$ cat config.mk
export PLATFORM = sky130hd
export DESIGN_NAME = mc_controller
export DESIGN_NICKNAME = d
export VERILOG_FILES = /design/src/rtl/mc_controller.sv
export SDC_FILE = /design/constraint.sdc
export NUM_CORES = 1
export LEC_CHECK = 0
export ABC_AREA = 1
export BUFFER_PORTS_ARGS = -buffer_cell sky130_fd_sc_hd__buf_4
export CORE_MARGIN = 3
export CORE_UTILIZATION = 41
export DETAILED_ROUTE_END_ITERATION = 12
export GPL_TIMING_DRIVEN = 0
export PLACE_DENSITY = 0.74
export SLEW_MARGIN = 20
export SYNTH_ARGS = -nofsm -noshare
export SYNTH_HDL_FRONTEND = slang
export SYNTH_SLANG_ARGS = --single-unit
$ cat constraint.sdc
create_clock -name clk -period 1.3 [get_ports clk]
set_input_delay 0.065 -clock clk [delete_from_list [all_inputs] [get_ports clk]]
set_output_delay 0.065 -clock clk [all_outputs]
set_load 0.01 [all_outputs]
$ cat src/rtl/mc_controller.sv
// Multicycle control sequencer for the RV32I core: one datapath step per clock,
// stalls on the memory ready handshake, flags retirement and illegal encodings.
module mc_controller #(
  parameter bit ILLEGAL_HALT = 1'b1
) (
  input  logic       clk,
  input  logic       reset,
  input  logic [6:0] op,
  input  logic [2:0] funct3,
  input  logic       funct7b5,
  input  logic       Zero,
  input  logic       V,
  input  logic       N,
  input  logic       C,
  input  logic       MemReady,
  output logic       PCWrite,
  output logic       AdrSrc,
  output logic       MemWrite,
  output logic       IRWrite,
  output logic       RegWrite,
  output logic [1:0] ResultSrc,
  output logic [1:0] ALUSrcA,
  output logic [1:0] ALUSrcB,
  output logic [2:0] ImmSrc,
  output logic [3:0] ALUControl,
  output logic       Retire,
  output logic       Illegal
);

  localparam logic [6:0] OP_LOAD   = 7'b0000011;
  localparam logic [6:0] OP_IMM    = 7'b0010011;
  localparam logic [6:0] OP_STORE  = 7'b0100011;
  localparam logic [6:0] OP_REG    = 7'b0110011;
  localparam logic [6:0] OP_BRANCH = 7'b1100011;
  localparam logic [6:0] OP_JAL    = 7'b1101111;
  localparam logic [6:0] OP_LUI    = 7'b0110111;

  localparam logic [3:0] ALU_ADD  = 4'b0000;
  localparam logic [3:0] ALU_SUB  = 4'b0001;
  localparam logic [3:0] ALU_AND  = 4'b0010;
  localparam logic [3:0] ALU_OR   = 4'b0011;
  localparam logic [3:0] ALU_XOR  = 4'b0100;
  localparam logic [3:0] ALU_SLT  = 4'b0101;
  localparam logic [3:0] ALU_SLL  = 4'b0110;
  localparam logic [3:0] ALU_SRA  = 4'b0111;
  localparam logic [3:0] ALU_SRL  = 4'b1000;
  localparam logic [3:0] ALU_SLTU = 4'b1001;

  typedef enum logic [3:0] {
    S_FETCH, S_DECODE, S_MEMADR, S_MEMREAD, S_MEMWB, S_MEMWRITE, S_EXECR,
    S_EXECI, S_ALUWB, S_BRANCH, S_JAL, S_LUI, S_ILLEGAL
  } state_e;

  state_e state_q, state_d;

  logic pc_write_c, mem_write_c, ir_write_c, reg_write_c, retire_c;
  logic branch_taken_c;
  logic [3:0] alu_op_c;

  // ALU operation for register/immediate arithmetic; sub only for R-type funct3 000
  function automatic logic [3:0] alu_decode(input logic [2:0] f3, input logic alt,
                                            input logic is_reg);
    case (f3)
      3'b000:  return (alt && is_reg) ? ALU_SUB : ALU_ADD;
      3'b001:  return ALU_SLL;
      3'b010:  return ALU_SLT;
      3'b011:  return ALU_SLTU;
      3'b100:  return ALU_XOR;
      3'b101:  return alt ? ALU_SRA : ALU_SRL;
      3'b110:  return ALU_OR;
      default: return ALU_AND;
    endcase
  endfunction

  // State register, synchronous reset back to FETCH
  always_ff @(posedge clk) begin
    if (reset) state_q <= S_FETCH;
    else       state_q <= state_d;
  end

  // Immediate format follows the opcode in every state
  always_comb begin
    ImmSrc = 3'b000;
    case (op)
      OP_LOAD, OP_IMM: ImmSrc = 3'b000;
      OP_STORE:        ImmSrc = 3'b001;
      OP_BRANCH:       ImmSrc = 3'b010;
      OP_JAL:          ImmSrc = 3'b011;
      OP_LUI:          ImmSrc = 3'b100;
      default:         ImmSrc = 3'b000;
    endcase
  end

  // Branch condition from the subtraction flags
  always_comb begin
    branch_taken_c = 1'b0;
    case (funct3)
      3'b000:  branch_taken_c = Zero;
      3'b001:  branch_taken_c = ~Zero;
      3'b100:  branch_taken_c = N ^ V;
      3'b101:  branch_taken_c = ~(N ^ V);
      3'b110:  branch_taken_c = ~C;
      3'b111:  branch_taken_c = C;
      default: branch_taken_c = 1'b0;
    endcase
  end

  assign alu_op_c = alu_decode(funct3, funct7b5, (state_q == S_EXECR));

  // Next-state and datapath control per state
  always_comb begin
    state_d     = state_q;
    pc_write_c  = 1'b0;
    AdrSrc      = 1'b0;
    mem_write_c = 1'b0;
    ir_write_c  = 1'b0;
    reg_write_c = 1'b0;
    ResultSrc   = 2'b00;
    ALUSrcA     = 2'b00;
    ALUSrcB     = 2'b00;
    ALUControl  = ALU_ADD;
    retire_c    = 1'b0;
    Illegal     = 1'b0;
    case (state_q)
      S_FETCH: begin
        ALUSrcB    = 2'b10;
        ResultSrc  = 2'b10;
        ir_write_c = MemReady;
        pc_write_c = MemReady;
        if (MemReady) state_d = S_DECODE;
      end
      S_DECODE: begin
        ALUSrcA = 2'b01;
        ALUSrcB = 2'b01;
        case (op)
          OP_LOAD, OP_STORE: state_d = S_MEMADR;
          OP_REG:            state_d = S_EXECR;
          OP_IMM:            state_d = S_EXECI;
          OP_JAL:            state_d = S_JAL;
          OP_LUI:            state_d = S_LUI;
          OP_BRANCH:         state_d = (funct3[2:1] == 2'b01) ? S_ILLEGAL : S_BRANCH;
          default:           state_d = S_ILLEGAL;
        endcase
        // Skipped encodings retire here when halting is disabled
        if (state_d == S_ILLEGAL && !ILLEGAL_HALT) begin
          state_d  = S_FETCH;
          retire_c = 1'b1;
        end
      end
      S_MEMADR: begin
        ALUSrcA = 2'b10;
        ALUSrcB = 2'b01;
        state_d = op[5] ? S_MEMWRITE : S_MEMREAD;
      end
      S_MEMREAD: begin
        AdrSrc = 1'b1;
        if (MemReady) state_d = S_MEMWB;
      end
      S_MEMWB: begin
        ResultSrc   = 2'b01;
        reg_write_c = 1'b1;
        retire_c    = 1'b1;
        state_d     = S_FETCH;
      end
      S_MEMWRITE: begin
        AdrSrc      = 1'b1;
        mem_write_c = 1'b1;
        if (MemReady) begin
          retire_c = 1'b1;
          state_d  = S_FETCH;
        end
      end
      S_EXECR: begin
        ALUSrcA    = 2'b10;
        ALUControl = alu_op_c;
        state_d    = S_ALUWB;
      end
      S_EXECI: begin
        ALUSrcA    = 2'b10;
        ALUSrcB    = 2'b01;
        ALUControl = alu_op_c;
        state_d    = S_ALUWB;
      end
      S_ALUWB: begin
        reg_write_c = 1'b1;
        retire_c    = 1'b1;
        state_d     = S_FETCH;
      end
      S_BRANCH: begin
        ALUSrcA    = 2'b10;
        ALUControl = ALU_SUB;
        pc_write_c = branch_taken_c;
        retire_c   = 1'b1;
        state_d    = S_FETCH;
      end
      S_JAL: begin
        ALUSrcA    = 2'b01;
        ALUSrcB    = 2'b10;
        pc_write_c = 1'b1;
        state_d    = S_ALUWB;
      end
      S_LUI: begin
        ALUSrcA = 2'b11;
        ALUSrcB = 2'b01;
        state_d = S_ALUWB;
      end
      S_ILLEGAL: begin
        Illegal = 1'b1;
      end
      default: state_d = S_FETCH;
    endcase
  end

  // Reset suppresses every write enable and the retire pulse
  assign PCWrite  = pc_write_c  & ~reset;
  assign MemWrite = mem_write_c & ~reset;
  assign IRWrite  = ir_write_c  & ~reset;
  assign RegWrite = reg_write_c & ~reset;
  assign Retire   = retire_c    & ~reset;

endmodule

==> results.json, run 1 <==
{
  "cts.htree.levels": 1,
  "avgSynthCellArea_um2": 5.26,
  "cts_buffers": 3,
  "cp.required_ps": 1240,
  "power.switching_w": 0.000777,
  "ff2ff_path_depth": 10,
  "overflow": 0,
  "skew_ps": 6.39,
  "async_flop_share_pct": 0,
  "yosysMostFrequentCell": "nand2_1",
  "ant_nets": 0,
  "dp.final_hpwl_um": 1830,
  "switching_share_pct": 49.5,
  "tightestPinTransition_ps": 416,
  "diodes": 0,
  "first_global_vias": 945,
  "clkLatencyLatePin_ps": 230,
  "synth_largest_area_cell": "nand2_1",
  "portBuffers": 36,
  "hold_violations": 0,
  "yosysUniqueCellTypes": 27,
  "synth_cells": 138,
  "clockPowerShare_pct": 9.5,
  "fmax_ghz": 0.707,
  "drt_iter0_drc": 44,
  "combPwrFrac_pct": 75.6,
  "syn_nets": 156,
  "drc": 0,
  "gp_congestion": 0.904,
  "syn-cell-area_um2": 726,
  "r2r-start": "state_q[3]",
  "largest-register": "state_q",
  "stdcell_area_um2": 1220,
  "finalCritPeriodShare_pct": 109,
  "finalWorstSetupSlack_ps": -115,
  "cts_tree": "done",
  "violations": "negative setup slack",
  "clock_sinks": 4,
  "grt_pass1_wl_um": 3830,
  "crit_path_end_kind": "output pin",
  "hold_end": "state_q[1]",
  "dr.pass1.iters": 4,
  "area_delta_synth_final_pct": 67.8,
  "drv_slew": 0,
  "tns_ps": -360,
  "grt_max_degree": 9,
  "ioPinCount": 38,
  "die_h_um": 48.1,
  "setup_violations": 8,
  "via_count": 1094,
  "dp.cells": 190,
  "hold_start": "MemReady",
  "ys_seq_elements": 4,
  "antenna_found_initial": 0,
  "drt-total-wl_um": 2560,
  "yosysSeqAreaShare_pct": 11.0,
  "ctsHoldBuffers": 0,
  "die_x_um": 48.1,
  "cp_max_fo": 4,
  "start_kind": "register",
  "maxCapViolations": 0,
  "wl_per_cell_um": 12.7,
  "p_per_area_nw_per_um2": 1290,
  "top_regs": "state_q (4)",
  "ir_drop_v": 0.00112,
  "min-delay-path-class": "in -> reg",
  "coreArea_um2": 1580,
  "status": "finished, violations left",
  "clockBufferDepth": 2,
  "critical_path_arrival_ps": 1350,
  "path_class": "reg -> out",
  "largest_reg_flops": 4,
  "max_slew_margin_pct": 72.2,
  "synth_edf_count": 0,
  "start_util_pct": 46.0,
  "p_int_w": 0.000792,
  "nets": 205,
  "finalCriticalPeriod_ps": 1420,
  "yosysWarnings": 0,
  "final_util_pct": 77.2,
  "synth_top_area_share_pct": 17.1,
  "seqPwrFrac_pct": 14.8,
  "fp.dieArea_um2": 2310,
  "layout.cells.non_filler": 201,
  "synthFlopType": "dfxtp_1",
  "drive_gt1_share_pct": 45.4,
  "synth_common_cells": "33 x nand2_1, 20 x inv_1, 17 x nor2_1",
  "synth_area_leaders": "nand2_1 17%, dfxtp_1 11%, inv_1 10%",
  "place_area_um2": 1020,
  "std_cell_rows": 14,
  "clk_pin_slew_ps": 30,
  "reg2reg_slack_ps": 0,
  "rsz0062_at_grt": "yes",
  "p_leak_nw": 0.642,
  "r2r-end": "state_q[0]",
  "holdPathStages": 4,
  "whs_ps": 209,
  "via_per_inst": 5.44,
  "root_buffer": "clkbuf_4",
  "grt_use_total_pct": 22.6
}
power by group through the flow:
stage / Sequential [W] / Combinational (W) / Clock, W
after CTS: 0.000228 / 0.00107 / 0.000160
after global placement: 0.000190 / 0.000849 / 0
after detailed placement: 0.000190 / 0.000855 / 0
final: 0.000232 / 0.00119 / 0.000150
after floorplan: 0.000185 / 0.000534 / 0
after global routing: 0.000238 / 0.00130 / 0.000162
worst max path at each step:
stage	from	end	cells after the start
floorplan	state_q[3]	state_q[0]	10
CTS	state_q[1]	ALUControl[0]	6
detailed placement	state_q[1]	ALUControl[0]	6
global placement	state_q[1]	PCWrite	7
finish	state_q[1]	Retire	6
global route	state_q[3]	Retire	6
routing by layer:
| layer | GRT usage [%] | up-vias | share of wire (%) |
|---|---|---|---|
| li1 | - | 543 | - |
| met1 | 28.1 | 499 | 39 |
| met2 | 41.7 | 46 | 53 |
| met3 | 0 | 6 | 5.6 |
| met4 | 7.53 | 0 | 2.3 |
| met5 | 0 | - | 0 |
final cells by class:
class | instances | area (um^2)
multi-input combinational | 104 | 617
fill | 127 | 359
timing repair buffer | 44 | 338
inverter | 29 | 124
sequential | 4 | 92.6
clock buffer | 3 | 22.5
tap | 16 | 20.0
buffer | 1 | 3.75
repair_timing:
item                                    4_1_cts  5_1_grt
endpoints found under the setup margin       15       14
setup buffers                                 6        2
hold endpoints to repair                      0        0
pin swaps                                     8        3
resized for setup                            30        7
placed cells by master (no fill, tap or decap), types with 2 or more instances in the layout:
| master | count |
|---|---|
| a31oi_1 | 3 |
| inv_6 | 2 |
| o21ai_0 | 5 |
| nand4_1 | 2 |
| buf_6 | 2 |
| buf_4 | 42 |
| a21oi_1 | 5 |
| nor2_1 | 14 |
| inv_2 | 7 |
| nand3_1 | 8 |
| o21ai_1 | 3 |
| clkbuf_4 | 3 |
| inv_1 | 18 |
| nand2_2 | 4 |
| dfxtp_4 | 3 |
| nor3_1 | 2 |
| nand2_1 | 31 |
| o211ai_1 | 2 |
| nor2_2 | 3 |
| nor2_4 | 6 |
| inv_4 | 2 |
| a21oi_2 | 2 |
| nand2_4 | 2 |
worst max-delay path, cell delays in order (launching register included):
cell     delay, ps
dfxtp_4        360
inv_6           80
nand2_2        110
nor2_4         120
nand2_1         90
a21oi_1        210
buf_4          160
per-stage QoR:
step | total power, W | setup WS [ps]
3_3_place_gp | 0.00104 | -8.45
6_report | 0.00157 | -115
2_1_floorplan | 0.000718 | 86.8
3_5_place_dp | 0.00104 | -44.1
5_1_grt | 0.00170 | -192
4_1_cts | 0.00146 | -38.3
cells by family (layout without fill, tap and decap cells):
kind of cell | after synthesis | in the layout | synth area share, %
flops | 4 | 4 | 11.0
buf+inv | 30 | 77 | 15.5
simple gates | 75 | 75 | 48.1
mux | 1 | 1 | 1.38
xor+xnor | 1 | 1 | 1.21
compound gates | 27 | 27 | 22.8
Power figures use the tool's default switching activity.
==> inputs of run 2 (changes only) <==
--- a/config.mk
+++ b/config.mk
@@ -5,13 +5,12 @@
 export SDC_FILE = /design/constraint.sdc
 export NUM_CORES = 1
 export LEC_CHECK = 0
-export ABC_AREA = 1
 export BUFFER_PORTS_ARGS = -buffer_cell sky130_fd_sc_hd__buf_4
 export CORE_MARGIN = 3
 export CORE_UTILIZATION = 41
 export DETAILED_ROUTE_END_ITERATION = 12
 export GPL_TIMING_DRIVEN = 0
-export PLACE_DENSITY = 0.74
+export PLACE_DENSITY = 0.71
 export SLEW_MARGIN = 20
 export SYNTH_ARGS = -nofsm -noshare
 export SYNTH_HDL_FRONTEND = slang
==> run 2 against run 1 <==
  * Power shrank 48%
  * Die area grew 15%
  * Routed wire length rose by 43%
  * Synthesized cell count down 3.6%
  * Sequential cell count unchanged
  * Sequential share of layout area is 1.9 points lower
  * Sequential power decreased by 38%
  * The flow still finishes with violations (negative setup slack)
  * Non-clock buffer count grew 8
  * First-iteration DRC count grew 95%
  * Critical path depth unchanged
  * Synthesized area grew 18%
  * Final cell count grew 0.50%
  * Largest cell class unchanged
==> results.json, run 2 <==
{
  "synth_mux_area_share_pct": 2.64,
  "antenna_found_initial": 0,
  "final_util_pct": 80.2,
  "seq_area_um2": 83.8,
  "p_int_w": 0.000476,
  "path_class": "reg -> out",
  "min-delay-path-class": "in -> reg",
  "cts_tree": "done",
  "largest-register": "state_q",
  "synth_top_area_share_pct": 9.38,
  "power_w": 0.000821,
  "violations": "negative setup slack",
  "first_global_vias": 1149,
  "overflow": 0,
  "tightestPinTransition_ps": 543,
  "drc": 0,
  "clock_sinks": 4,
  "syn-cell-area_um2": 853,
  "gp_congestion": 0.904,
  "coreArea_um2": 1840,
  "drv_slew": 0,
  "stdcell_area_um2": 1480,
  "synth_compound_area_share_pct": 26.7,
  "grt_max_degree": 11,
  "drive_gt1_share_pct": 50.3,
  "critical_path_arrival_ps": 1550,
  "synth_largest_area_cell": "dfxtp_1",
  "nFillCells": 127,
  "drt-total-wl_um": 3650,
  "synth_fa_ha_area_share_pct": 0,
  "start_util_pct": 46.4,
  "cts_buffers": 3,
  "nets": 197,
  "p_per_area_nw_per_um2": 556,
  "crit_slowest_cell": "or4_1",
  "rsz0062_at_grt": "yes",
  "die_h_um": 51.6,
  "finalCritPeriodShare_pct": 124,
  "dp.final_hpwl_um": 1950,
  "cp_max_fo": 4,
  "clk_pin_slew_ps": 40,
  "reg2reg_slack_ps": -160,
  "wl_per_cell_um": 18.1,
  "top_regs": "state_q (4)",
  "ys_seq_elements": 4,
  "yosysWarnings": 0,
  "via_per_inst": 6.51,
  "layout_commonest_cell": "buf_4",
  "layout.cells.non_filler": 202,
  "avgSynthCellArea_um2": 6.42,
  "hold_end": "state_q[0]",
  "synth_common_cells": "16 x nor2_1, 16 x nor3_1, 12 x o21ai_0",
  "r2r-end": "state_q[2]",
  "grt_use_total_pct": 25.8,
  "synth_area_leaders": "dfxtp_1 9.4%, nor3_1 9.4%, o21ai_0 7.0%",
  "yosysSeqAreaShare_pct": 9.38,
  "syn_nets": 151,
  "skew_ps": 5.86,
  "cp.required_ps": 1240,
  "finalWorstSetupSlack_ps": -313,
  "start_kind": "register",
  "path_buf_inv": 2,
  "seqPwrFrac_pct": 17.7,
  "ff2ff_path_depth": 7,
  "synth_cells": 133,
  "synth_top_family_by_area": "simple AND/OR/NAND/NOR gates",
  "finalCriticalPeriod_ps": 1610,
  "ctsHoldBuffers": 0,
  "status": "finished, violations left",
  "drt_iter0_drc": 86,
  "combPwrFrac_pct": 62.9,
  "fmax_ghz": 0.620,
  "crit_path_end_kind": "output pin",
  "holdPathStages": 4,
  "clockBufferDepth": 2,
  "area_delta_synth_final_pct": 72.9,
  "die_x_um": 51.6,
  "largest_reg_flops": 4,
  "portBuffers": 32,
  "diodes": 0,
  "async_flop_share_pct": 0,
  "layout_common_cells": "34 x buf_4, 14 x nor2_1, 12 x buf_6, 9 x nor3_1",
  "slowest_delay_ps": 400,
  "clkLatencyLatePin_ps": 240,
  "place_area_um2": 1130,
  "yosys.area_share.simple_pct": 46.8,
  "switching_share_pct": 42.0,
  "crit_chain": "buf_6, nor3b_2, a21oi_1, or4_1, o31ai_1, buf_4",
  "synth_edf_count": 0,
  "hold_violations": 0,
  "power.switching_w": 0.000345,
  "synth-xor-area-share_pct": 5.13,
  "clockPowerShare_pct": 19.3,
  "max_slew_margin_pct": 63.5,
  "crit_family": "simple AND/OR/NAND/NOR gates",
  "path_depth": 6,
  "fp.dieArea_um2": 2660,
  "dp.cells": 190,
  "p_leak_nw": 0.606,
  "ir_drop_v": 0.000590,
  "setup.worst_path.start": "state_q[1]",
  "maxCapViolations": 0,
  "ant_nets": 0,
  "via_count": 1316,
  "whs_ps": 278,
  "setup_violations": 19,
  "multiInputGateArea_um2": 847,
  "r2r-start": "state_q[1]",
  "cts.htree.levels": 1,
  "ioPinCount": 38,
  "dr.pass1.iters": 5,
  "std_cell_rows": 15,
  "hold_start": "op[3]",
  "grt_pass1_wl_um": 5330,
  "yosysUniqueCellTypes": 41,
  "synthFlopType": "dfxtp_1",
  "root_buffer": "clkbuf_4"
}
run 2: timing repair:
item / CTS / global route
setup buffers: 8 / 1
pin swaps: 13 / 4
setup endpoints to repair: 20 / 21
resized for setup: 54 / 19
cloned: 0 / 1
run 2: worst reg2reg max path: cells and delay by family, from the launching register on:
kind | cells | cell delay, ps
AOI/OAI and AO/OA | 3 | 450
buffers and inverters | 3 | 420
DFF | 1 | 330
and+or+nand+nor | 1 | 160
run 2: cell type report:
class / instances / area share, %
multi-input combinational: 112 / 57.4
inverter: 5 / 1.78
timing repair buffer: 41 / 23.6
clock buffer: 3 / 1.53
tap: 25 / 2.12
sequential: 4 / 5.68
buffer: 12 / 7.89
run 2: worst max path at each step:
stage / to
2_1_floorplan: PCWrite
3_3_place_gp: ALUControl[2]
3_5_place_dp: ALUControl[2]
4_1_cts: ALUControl[0]
5_1_grt: PCWrite
6_report: PCWrite
run 2: metal layers:
metal / GRT usage, % / vias to the layer above / share of wire (%) / wire length (um)
met1: 31.0 / 620 / 37 / 1360
met2: 44.5 / 106 / 50 / 1810
met4: 10.0 / 0 / 3.2 / 117
met3: 5.44 / 16 / 9.8 / 357
met5: 0 / - / 0 / 0
li1: - / 574 / - / -
run 2: power groups by stage:
stage                     registers (W)  clock network (W)  logic [W]
final                          0.000145           0.000159   0.000517
after global routing           0.000146           0.000168   0.000550
after CTS                      0.000141           0.000157   0.000455
after detailed placement       0.000141                  0   0.000385
after global placement         0.000140                  0   0.000376
after floorplan                0.000139                  0   0.000239
run 2: per-stage QoR:
stage | TNS, ps | setup WS (ps)
floorplan | -2.02 | -2.02
global placement | -1620 | -255
detailed placement | -1700 | -261
CTS | -1550 | -285
global route | -3760 | -391
finish | -2820 | -313
run 2: logic make-up (layout without fill, tap and decap cells):
logic type / count (synthesis) / after routing
simple gates: 71 / 71
compound gates: 34 / 34
buf+inv: 17 / 61
xor+xnor: 5 / 5
flops: 4 / 4
mux: 2 / 2
==> inputs of run 3 (changes only) <==
--- a/config.mk
+++ b/config.mk
@@ -7,10 +7,10 @@
 export LEC_CHECK = 0
 export BUFFER_PORTS_ARGS = -buffer_cell sky130_fd_sc_hd__buf_4
 export CORE_MARGIN = 3
-export CORE_UTILIZATION = 41
+export CORE_UTILIZATION = 47
 export DETAILED_ROUTE_END_ITERATION = 12
 export GPL_TIMING_DRIVEN = 0
-export PLACE_DENSITY = 0.71
+export PLACE_DENSITY = 0.8
 export SLEW_MARGIN = 20
 export SYNTH_ARGS = -nofsm -noshare
 export SYNTH_HDL_FRONTEND = slang
==> run 3 against run 2 <==
  * The flow now stops in 5_1_grt
  * Synthesized area unchanged
  * Synthesized cell count did not move
==> results.json, run 3 <==
{
  "synth_cells": 133,
  "synth_edf_count": 0,
  "die_x_um": 48.6,
  "status": "aborted with a tool error",
  "worst_path_end_type": "output port",
  "synth_area_leaders": "dfxtp_1 9.4%, nor3_1 9.4%, o21ai_0 7.0%",
  "synth_top_area_share_pct": 9.38,
  "ys_seq_elements": 4,
  "ioPinCount": 38,
  "yosysSeqAreaShare_pct": 9.38,
  "syn-cell-area_um2": 853,
  "cts.htree.levels": 1,
  "synth_largest_area_cell": "dfxtp_1",
  "pre_cts_ws_ps": -259,
  "portBuffers": 32,
  "synthFlopType": "dfxtp_1",
  "syn_nets": 151,
  "error": "[ERROR DPL-0038] Utilization greater than 100%, impossible to legalize",
  "gp_congestion": 0.921,
  "clockBufferDepth": 2,
  "cts_buffers": 3,
  "dp.final_hpwl_um": 2010,
  "synth_common_cells": "16 x nor2_1, 16 x nor3_1, 12 x o21ai_0",
  "place_area_um2": 1130,
  "yosysUniqueCellTypes": 41,
  "root_buffer": "clkbuf_4",
  "die_h_um": 48.6,
  "avgSynthCellArea_um2": 6.42,
  "start_util_pct": 53.0,
  "std_cell_rows": 14,
  "stop_stage": "5_1_grt",
  "clock_sinks": 4,
  "crit_endpoint": "ALUControl[0]",
  "yosysWarnings": 0,
  "async_flop_share_pct": 0,
  "grt_max_degree": 11
}
==> run 3: cell counts after synthesis <==
No cell type changed its count.
==> run 3: what timing repair did <==
action,4_1_cts
pin swaps,7
cloned,1
setup buffers,4
gates resized for setup,40
setup endpoints to repair,20
hold buffers,0
==> run 3: logic make-up after synthesis <==
logic type      Yosys count  synth area share [%]
compound gates           34                  26.7
xor+xnor                  5                  5.13
buf+inv                  17                  9.38
flops                     4                  9.38
mux                       2                  2.64
simple gates             71                  46.8
==> run 3: metrics by stage <==
step	instances	TNS (ps)
4_1_cts	197	-2340
3_5_place_dp	189	-1800
3_3_place_gp	189	-1510
2_1_floorplan	133	-2.02
==> inputs of run 4 (changes only) <==
--- a/config.mk
+++ b/config.mk
@@ -6,11 +6,11 @@
 export NUM_CORES = 1
 export LEC_CHECK = 0
 export BUFFER_PORTS_ARGS = -buffer_cell sky130_fd_sc_hd__buf_4
-export CORE_MARGIN = 3
-export CORE_UTILIZATION = 47
+export CORE_AREA = 3 3 64 66
 export DETAILED_ROUTE_END_ITERATION = 12
+export DIE_AREA = 0 0 67 69
 export GPL_TIMING_DRIVEN = 0
-export PLACE_DENSITY = 0.8
+export PLACE_DENSITY_LB_ADDON = 0.15
 export SLEW_MARGIN = 20
 export SYNTH_ARGS = -nofsm -noshare
 export SYNTH_HDL_FRONTEND = slang
==> run 4 against run 3 <==
  * The flow now finishes, with violations (negative setup slack)
==> results.json, run 4 (synthesis gave the netlist of run 2 again) <==
{
  "status": "finished, violations left",
  "violations": "negative setup slack",
  "p_leak_nw": 0.695,
  "start_util_pct": 23.5,
  "cts_buffers": 3,
  "top_regs": "state_q (4)",
  "crit_path_end_kind": "output pin",
  "multiInputGateArea_um2": 952,
  "path_class": "reg -> out",
  "finalCritPeriodShare_pct": 125,
  "drv_slew": 0,
  "reg2reg_slack_ps": -60,
  "largest-register": "state_q",
  "layout_common_cells": "38 x buf_4, 17 x buf_6, 12 x nor2_1, 10 x nor3_1, 8 x nand2b_1",
  "r2r-start": "state_q[2]",
  "first_global_vias": 1186,
  "coreArea_um2": 3630,
  "drt-total-wl_um": 3470,
  "area_delta_synth_final_pct": 103,
  "via_per_inst": 5.28,
  "grt_pass1_wl_um": 5310,
  "seq_area_um2": 87.6,
  "slowest_delay_ps": 440,
  "clockBufferDepth": 2,
  "finalWorstSetupSlack_ps": -322,
  "path_depth": 5,
  "skew_ps": 1.89,
  "ant_nets": 0,
  "max_slew_margin_pct": 47.9,
  "ir_drop_v": 0.000634,
  "min-delay-path-class": "in -> reg",
  "crit_slowest_cell": "or4_1",
  "largest_reg_flops": 4,
  "setup.worst_path.start": "state_q[3]",
  "die_x_um": 67,
  "layout_commonest_cell": "buf_4",
  "die_h_um": 69,
  "via_count": 1240,
  "maxCapViolations": 0,
  "cp_max_fo": 10,
  "dr.pass1.iters": 5,
  "crit_family": "simple AND/OR/NAND/NOR gates",
  "grt_max_degree": 11,
  "nets": 207,
  "drc": 0,
  "antenna_found_initial": 0,
  "critical_path_arrival_ps": 1560,
  "gp_congestion": 0.819,
  "path_buf_inv": 2,
  "crit_chain": "buf_8, a21oi_1, or4_1, o31ai_2, buf_4",
  "wl_per_cell_um": 14.8,
  "p_per_area_nw_per_um2": 585,
  "ff2ff_path_depth": 6,
  "drive_gt1_share_pct": 59.9,
  "cts_tree": "done",
  "fp.dieArea_um2": 4620,
  "crit_path_end": "PCWrite",
  "finalCriticalPeriod_ps": 1620,
  "cp.required_ps": 1240,
  "std_cell_rows": 22,
  "fmax_ghz": 0.616,
  "clk_pin_slew_ps": 30,
  "diodes": 0,
  "r2r-end": "state_q[0]",
  "rsz0062_at_grt": "yes",
  "start_kind": "register",
  "setup_violations": 18,
  "tightestPinTransition_ps": 782,
  "ctsHoldBuffers": 0,
  "nFillCells": 348,
  "grt_use_total_pct": 13.9,
  "whs_ps": 268,
  "portBuffers": 32,
  "clkLatencyLatePin_ps": 220,
  "clock_sinks": 4,
  "overflow": 0,
  "ioPinCount": 38,
  "root_buffer": "clkbuf_8",
  "drt_iter0_drc": 36,
  "hold_violations": 0,
  "cts.htree.levels": 1,
  "dp.final_hpwl_um": 2080,
  "tns_ps": -2850
}
-- run 4: how the worst min path moves through the flow --
stage | from | endpoint | slack [ps] | cells past startpoint
4_1_cts | op[0] | state_q[3] | 280 | 4
6_report | op[3] | state_q[0] | 270 | 4
5_1_grt | MemReady | state_q[0] | 300 | 4
3_5_place_dp | op[4] | ImmSrc[0] | 440 | 3
2_1_floorplan | op[4] | ImmSrc[0] | 180 | 1
3_3_place_gp | op[4] | ImmSrc[0] | 430 | 3
-- run 4: what timing repair did --
action                                  4_1_cts  5_1_grt
endpoints found under the hold margin         0        0
buffers inserted                              8       10
endpoints found under the setup margin       20       20
pin swaps                                    11       19
gates resized for setup                      61       41
cloned                                        1        0
-- run 4: routing by layer --
metal	vias up	track usage (%)	share of wire, %
li1	604	-	-
met1	587	16.8	41
met2	43	23.3	51
met3	6	4.07	6.7
met4	0	3.83	2.0
met5	-	0	0
-- run 4: through the flow --
step | cell area, um^2 | cells | utilization (%) | worst slack (ps) | power [W]
after CTS | 1490 | 225 | 41.1 | -277 | 0.000878
after floorplan | 860 | 133 | - | -2.02 | 0.000378
final | 1740 | 235 | 47.8 | -322 | 0.00102
after detailed placement | 1160 | 213 | 31.9 | -306 | 0.000526
after global routing | 1740 | 235 | 47.8 | -365 | 0.00107
after global placement | 1160 | 213 | 31.9 | -321 | 0.000524
-- run 4: worst min-delay path, cell delays in order --
cell       delay (ps)
buf_2             200
nor3_4             50
o31ai_2            60
a2111oi_2          60
-- run 4: layout make-up --
| cell class | count | share of cell area (%) |
|---|---|---|
| Multi-Input combinational cell | 112 | 54.9 |
| Buffer | 12 | 6.99 |
| Tap cell | 48 | 3.46 |
| Inverter | 5 | 1.23 |
| Sequential cell | 4 | 5.05 |
| Clock buffer | 3 | 2.38 |
| Timing Repair Buffer | 51 | 26.0 |
-- run 4: where the power goes --
part	leakage, nW	internal, W	switching, W
logic	0.638	0.000302	0.000306
clock network	0.0216	0.000197	0.0000638
registers	0.0347	0.000134	0.0000118
